===== config.mk =====
export PLATFORM = sky130hd
export DESIGN_NAME = mem_access_unit
export DESIGN_NICKNAME = d
export VERILOG_FILES = /design/src/rtl/mem_access_unit.sv
export SDC_FILE = /design/constraint.sdc
export NUM_CORES = 1
export LEC_CHECK = 0
export ABC_AREA = 1
export BUFFER_PORTS_ARGS = -buffer_cell sky130_fd_sc_hd__buf_2
export CAP_MARGIN = 20
export CORE_MARGIN = 4
export CORE_UTILIZATION = 54
export DETAILED_ROUTE_END_ITERATION = 10
export PLACE_DENSITY = 0.77
export SLEW_MARGIN = 5
export SYNTH_ARGS = -nofsm -noshare
export SYNTH_HDL_FRONTEND = slang
export SYNTH_SLANG_ARGS = --single-unit

===== constraint.sdc =====
create_clock -name clk -period 1.9 [get_ports clk]
set_input_delay 0.095 -clock clk [delete_from_list [all_inputs] [get_ports clk]]
set_output_delay 0.095 -clock clk [all_outputs]
set_load 0.02 [all_outputs]

===== src/rtl/mem_access_unit.sv =====
// Sequences one MIPS load/store into byte-wide big-endian accesses to an 8-bit RAM.
// Optional MAU_RANGE_CHECK_EN: flag any address beyond the RAM as an error instead of wrapping.
module mem_access_unit #(
    parameter int ADDR_W = 10
) (
    input  logic              clk,
    input  logic              reset_n,
    input  logic              req,
    input  logic              we,
    input  logic [1:0]        size,
    input  logic              sign_ext,
    input  logic [31:0]       addr,
    input  logic [31:0]       wdata,
    output logic [31:0]       rdata,
    output logic              busy,
    output logic              done,
    output logic              err,
    output logic              mem_en,
    output logic              mem_rw,
    output logic [ADDR_W-1:0] mem_addr,
    output logic [7:0]        mem_din,
    input  logic [7:0]        mem_dout
);
    typedef enum logic [1:0] {IDLE, XFER, DONE} state_t;

    state_t      state_reg;
    logic        we_reg;
    logic        sext_reg;
    logic [1:0]  size_reg;
    logic [31:0] wdata_reg;
    logic [1:0]  idx_reg;
    logic [1:0]  last_reg;
    logic [23:0] asm_reg;

    logic [1:0]  last_in;
    logic        upper_bad;
    logic        bad_req;
    logic [31:0] full_word;
    logic [31:0] load_val;

    function automatic logic [7:0] pick_byte(input logic [31:0] w, input logic [1:0] k);
        pick_byte = w[{k, 3'b000} +: 8];
    endfunction

    always_comb begin
        case (size)
            2'b00:   last_in = 2'd0;
            2'b01:   last_in = 2'd1;
            default: last_in = 2'd3;
        endcase
    end

`ifdef MAU_RANGE_CHECK_EN
    assign upper_bad = |addr[31:ADDR_W];
`else
    // Upper address bits are deliberately ignored so accesses wrap into the RAM.
    assign upper_bad = (|addr[31:ADDR_W]) & 1'b0;
`endif

    assign bad_req = (size == 2'b11) ||
                     (size == 2'b01 && addr[0]) ||
                     (size == 2'b10 && addr[1:0] != 2'b00) ||
                     upper_bad;

    // The final byte arrives on mem_dout in the same cycle it is folded in.
    assign full_word = {asm_reg, mem_dout};

    always_comb begin
        case (size_reg)
            2'b00:   load_val = {{24{sext_reg & mem_dout[7]}}, mem_dout};
            2'b01:   load_val = {{16{sext_reg & full_word[15]}}, full_word[15:0]};
            default: load_val = full_word;
        endcase
    end

    always_ff @(posedge clk or negedge reset_n) begin
        if (!reset_n) begin
            state_reg <= IDLE;
            we_reg    <= 1'b0;
            sext_reg  <= 1'b0;
            size_reg  <= 2'b00;
            wdata_reg <= 32'd0;
            idx_reg   <= 2'd0;
            last_reg  <= 2'd0;
            asm_reg   <= 24'd0;
            rdata     <= 32'd0;
            busy      <= 1'b0;
            done      <= 1'b0;
            err       <= 1'b0;
            mem_en    <= 1'b0;
            mem_rw    <= 1'b0;
            mem_addr  <= '0;
            mem_din   <= 8'd0;
        end else begin
            case (state_reg)
                IDLE: begin
                    done <= 1'b0;
                    err  <= 1'b0;
                    if (req) begin
                        we_reg    <= we;
                        sext_reg  <= sign_ext;
                        size_reg  <= size;
                        wdata_reg <= wdata;
                        last_reg  <= last_in;
                        idx_reg   <= 2'd0;
                        asm_reg   <= 24'd0;
                        busy      <= 1'b1;
                        if (bad_req) begin
                            state_reg <= DONE;
                            done      <= 1'b1;
                            err       <= 1'b1;
                        end else begin
                            state_reg <= XFER;
                            mem_en    <= 1'b1;
                            mem_rw    <= we;
                            mem_addr  <= addr[ADDR_W-1:0];
                            mem_din   <= we ? pick_byte(wdata, last_in) : 8'd0;
                        end
                    end
                end
                XFER: begin
                    asm_reg <= {asm_reg[15:0], mem_dout};
                    if (idx_reg == last_reg) begin
                        state_reg <= DONE;
                        done      <= 1'b1;
                        mem_en    <= 1'b0;
                        mem_rw    <= 1'b0;
                        mem_din   <= 8'd0;
                        if (!we_reg) begin
                            rdata <= load_val;
                        end
                    end else begin
                        idx_reg  <= idx_reg + 2'd1;
                        mem_addr <= mem_addr + 1'b1;
                        // Bytes leave MSB first: byte (N-1-idx) of the store word.
                        mem_din  <= we_reg ? pick_byte(wdata_reg, last_reg - idx_reg - 2'd1) : 8'd0;
                    end
                end
                DONE: begin
                    state_reg <= IDLE;
                    busy      <= 1'b0;
                    done      <= 1'b0;
                    err       <= 1'b0;
                end
                default: begin
                    state_reg <= IDLE;
                    busy      <= 1'b0;
                    done      <= 1'b0;
                    err       <= 1'b0;
                    mem_en    <= 1'b0;
                    mem_rw    <= 1'b0;
                    mem_din   <= 8'd0;
                end
            endcase
        end
    end
endmodule


; ---- After elaboration in Yosys (flattened, before gate mapping)
; Index checks and enable logic that the tools add are counted.
[totals]
register_bits = 121
elab_cells = 91
inputBits = 79
out_inout_bits = 55
[classes]
n_reduce_logical = 18
n_shift = 2
n_bitwise = 5
eq_ne = 11
mux = 35
add_sub_neg = 4
[ops]
columns = cell, count
row1 = 32-bit case mux with 2 select lines, 1
row2 = 32-bit by 6-bit variable part select with 8-bit output, 2
row3 = 24-bit case mux with 2 select lines, 1
row4 = 8-bit 2-to-1 mux, 5
row5 = 10-bit 2-to-1 mux, 3
row6 = 24-bit 2-to-1 mux, 1
row7 = 8-bit case mux with 3 select lines, 1
row8 = 10-bit case mux with 2 select lines, 1
row9 = 2-bit case mux with 2 select lines, 3
row10 = 10-bit by 1-bit adder with 10-bit output (second input constant), 1
row11 = 2-bit 2-to-1 mux, 5
row12 = 1-bit 2-to-1 mux, 9
row13 = 3-bit AND reduction, 3
row14 = 2-bit inequality test (second input constant), 4
row15 = 2-bit AND reduction, 4
row16 = 4-bit AND reduction, 2
row17 = 2-bit by 1-bit equality test with 1-bit output (second input constant), 3
row18 = 2-bit equality test (second input constant), 3
row19 = 2-bit zero test, 3
row20 = 1-bit case mux with 2 select lines, 3
row21 = 1-bit case mux with 3 select lines, 2
row22 = 2-bit nonzero test, 2
row23 = 1-bit inverter, 3
row24 = 2-bit by 1-bit adder with 2-bit output (second input constant), 1
row25 = 6 further kinds, 9

; ---- Depth between registers and ports, before layout
[logic_depth]
ltp_word = 7
depth_mapped = 12
depth_no_buf = 10

; ---- Least setup slack after synthesis
; OpenSTA, ideal clock, no wires.
[synth_path]
kind = register -> register
from = register idx_reg[0]
to = register mem_din[0]
slack_ns = 0.271
arrival_ns = 1.512
required_time_ns = 1.783
n_path_buf = 2
setup_time_ns = 0.117
period_less_slack_ns = 1.629
path_stages_with_launch = 12
path_cell_list = dfrtp_1 -> inv_1 -> ha_1 -> buf_2 -> clkbuf_1 -> nand2_1 -> o21ai_0 -> nand3_1 -> nand3_1 -> nand2_1 -> nand2_1 -> nand2_1
[synth_between]
elab_chain_cells = 6
elab_cells_between_ends = 7
classes_between = add/sub (2) / eq/ne (1) / shift (1) / mux (3)
[synth_lines]
columns = item, line
row1 = "start, declared", 31  ; logic [1:0] idx_reg;
row2 = "start signal, assigned", 133  ; idx_reg <= idx_reg + 2'd1;
row3 = 2-bit subtractor, 136  ; mem_din <= we_reg ? pick_byte(wdata_reg, last_reg - idx_reg - 2'd1) : 8'd0;
row4 = 2-bit by 1-bit subtractor with 2-bit output, 136
row5 = 32-bit by 6-bit variable part select with 8-bit output, 42  ; pick_byte = w[{k, 3'b000} +: 8];
row6 = 8-bit 2-to-1 mux, 136
row7 = 8-bit 2-to-1 mux (*), 123  ; if (idx_reg == last_reg) begin
row8 = 8-bit case mux with 3 select lines (*), 95  ; case (state_reg)
row9 = "end signal, assigned", 117  ; mem_din <= we ? pick_byte(wdata, last_in) : 8'd0;
row10 = "end signal, assigned", 136
row11 = "end, declared", 21  ; output logic [7:0] mem_din,
; Mark *: on every way between the ends. The rest lies on a longest branch, timed or not.
; A chain may end at the register's enable or synchronous reset.

; ---- Worst setup path after layout
[layout_path]
from = register idx_reg[0]
to = register mem_din[1]
; The elaborated chain is that of the path after synthesis.

==> run_results.csv <==
group,metric,value,unit
clock_tree,root_buffer,"clkbuf_8",
logic_synthesis,yosysMostFrequentCell,"nand2_1",
finish,fin_nets,928,
timing,fmax,0.541,GHz
pwr,p_comb_share,42.3,%
logic_synthesis,synth_compound_area_share,14.6,%
placed_design,dp_cells,904,
finish,final_util,74.8,%
setup_path,crit_path_start_kind,"flip-flop",
logic_synthesis,synth_area_leaders,"dfrtp_1 (54%), nand2_1 (13%), o21ai_0 (5.8%)",
setup_path,cp_data_arrival_time,2.30,ns
detailed_routing,vias_per_cell,5.25,
timing,drv_slew,0,
setup_path,worst_path_max_delay_cell,"dfrtp_1",
global_route,grt_pass1_wl,23800,µm
outcome,outcome,"complete, no violations",
setup_path,cp_num_buf_inv,1,
pwr,p_sw_share,41.6,%
hold_path,hp-class,"input pin to flip-flop",
logic_synthesis,synthMuxAreaShare,0,%
detailed_routing,vias,5198,
global_route,grt_max_degree,64,
pwr,p_leak,3.77,nW
clock_tree,cts_made_buffers,17,
logic_synthesis,synth_top_area_share,54.2,%
logic_synthesis,yosys.area_share.adder,0.448,%
detailed_routing,avgRoutedWirePerCell,14.5,µm
flow_run,max-cap-violations,0,
floorplan,pin_count,134,
timing,rsz0062_at_grt,"true",
pwr,vdd_ir_drop_max,1.05,mV
setup_path,path_max_fanout,8,
setup_path,crit_top_cell,"nand2_1",
clock_tree,clk_latency,0.52,ns
detailed_routing,firstDrtPassIters,5,
logic_synthesis,synth_top_family_by_area,"simple AND/OR/NAND/NOR gates",
setup_path,cpLargestDelayFamily,"simple AND/OR/NAND/NOR gates",
global_route,track_usage,25.6,%
setup_path,worst-setup-path-type,"flip-flop to flip-flop",
timing,finalHoldViolCount,0,
logic_synthesis,synth_area,5580,µm²
placed_design,dpl_cell_area,6260,µm²
finish,final_area,7420,µm²
global_route,grt_pass1_vias,4983,
global_route,overflow,0,
logic_synthesis,synth_common_cells,"nand2_1 (198), dfrtp_1 (121), inv_1 (68), o21ai_0 (65), nor2_1 (58)",
timing,max-slew-margin-rel,66.2,%
timing,setup_viol,0,
setup_path,cp-end-kind,"flip-flop",
setup_path,crit_chain,"inv_1 > ha_1 > nand3_1 > nand2_2 > nor2_2 > nand3_1 > nand2_1 > nand2_1 > nand2_1",
detailed_routing,drc_errors,0,
pwr,p_seq_share,33.8,%
finish,num-fill-cells,726,
clock_tree,numClockSinks,121,
logic_synthesis,synth.avg_cell_area,8.24,µm²
timing,post-route-period-util,97.3,%
detailed_routing,wl,14400,µm
placed_design,portBuffers,111,
timing,fin_skew,0.0106,ns
logic_synthesis,mappedNetlistNets,758,
clock_tree,cts_max_level,4,
timing,fin_ws,0.0515,ns
finish,drive_above_1_share,20.7,%
floorplan,dieWidth,110,µm
placed_design,dp_hpwl,9300,µm
logic_synthesis,ys_seq_elements,121,
clock_tree,clockBufferDepth,2,
detailed_routing,drtIter0Drc,344,
logic_synthesis,synthFlopType,"dfrtp_1",
finish,final_cells,990,
floorplan,num_rows,36,
logic_synthesis,synth_xor_xnor_area_share,0,%
logic_synthesis,yosys.cell_types.count,33,
logic_synthesis,synth-edff-count,0,
timing,timing.final.crit_period,1.85,ns
setup_path,crit_required,2.35,ns
clock_tree,clk_pin_slew_worst_paths,0.06,ns
logic_synthesis,yosys.area_share.simple,22.9,%
timing,worst_slew_pin_slew,0.506,ns
global_route,antenna_found_initial,0,
logic_synthesis,synth_area_leader_cell,"dfrtp_1",
setup_path,crit_path_max_incr_delay,0.37,ns
clock_tree,cts_tree,"yes",
placed_design,post-place-ws,0.0835,ns
floorplan,die_y,110,µm
pwr,switchingPower,0.00551,W
floorplan,start_util,56.3,%
logic_synthesis,async_reset_ff_share,100,%
pwr,powerDensity,1790,nW/µm²
logic_synthesis,yosysWarnings,0,
pwr,p_int,0.00773,W
detailed_routing,ant_nets,0,
logic_synthesis,synthCells,677,
placed_design,finalWeightedCongestion,0.878,
finish,syn2layout_area_growth,32.9,%
floorplan,core,9910,µm²
pwr,clkPwrFrac,23.8,%
logic_synthesis,yosysSeqAreaShare,54.2,%
finish,num_antenna_cells,0,
floorplan,dieArea,12000,µm²
timing,hold_ws,0.0785,ns
## cells by family (layout without fill, tap and decap cells)
logic type      after synthesis  count (layout)
flops                       121             121
simple gates                311             311
compound gates              139             139
fa+ha+maj                     2               2
buf+inv                     104             284
## path summary, 6_finish.rpt
| check | startpoint | slack, ns | depth (start not counted) | endpoint |
|---|---|---|---|---|
| setup / recovery | idx_reg[0] | 0.05 | 9 | mem_din[1] |
| hold / removal | size[0] | 0.08 | 6 | mem_en |
| setup reg to reg | idx_reg[0] | 0.05 | 9 | mem_din[1] |
| hold reg to reg | rdata[5] | 0.48 | 2 | rdata[5] |
| max in group asynchronous | reset_n | 0.38 | 4 | rdata[2] |
| min in group asynchronous | reset_n | 0.51 | 3 | asm_reg[0] |
## metal layers
layer	GRT usage, %	vias up	part of all wire (%)
li1	-	2530	-
met1	33.9	2450	44
met2	41.7	194	48
met3	5.46	24	6.5
met4	9.17	0	1.4
met5	0	-	0
## stage by stage
stage | total power [W] | setup TNS [ns]
floorplan | 0.00832 | 0
global placement | 0.00973 | 0
detailed placement | 0.00993 | 0
CTS | 0.0132 | 0
global route | 0.0142 | -0.448
finish | 0.0132 | 0
## power groups by stage
stage	sequential, W	clock (W)	combinational [W]
after floorplan	0.00505	0	0.00326
after global placement	0.00443	0	0.00530
after detailed placement	0.00447	0	0.00546
after CTS	0.00445	0.00321	0.00558
after global routing	0.00463	0.00332	0.00627
final	0.00448	0.00316	0.00561
## cell type report
class	count	area, µm²	share of cell area [%]
Clock buffer	21	459	6.19
Clock inverter	8	121	1.64
Inverter	73	279	3.76
Multi-Input combinational cell	452	2120	28.5
Sequential cell	121	3030	40.8
Tap cell	133	166	2.24
Timing Repair Buffer	182	1250	16.8
## worst reg2reg max path, cell delays in order, from the launching register on
cell,delay (ns)
dfrtp_1,0.37
inv_1,0.07
ha_1,0.37
nand3_1,0.16
nand2_2,0.14
nor2_2,0.31
nand3_1,0.13
nand2_1,0.12
nand2_1,0.06
nand2_1,0.05
## repair_timing
item                                    in CTS  in global routing
resized for setup                            0                  3
hold buffers                                57                  0
endpoints found under the hold margin      201                  0
setup buffers                                0                  0
endpoints found under the setup margin       0                 13
## cells in the final DEF (no fill, tap or decap), types with 18 or more instances in the layout
master         count
dfrtp_1          121
buf_2            110
nand2_1          198
dlygate4sd3_1     57
a21oi_1           18
nor2_1            58
o21ai_0           64
inv_1             68
nand3_1           40
Note: power is estimated with default switching activity, not from simulation.
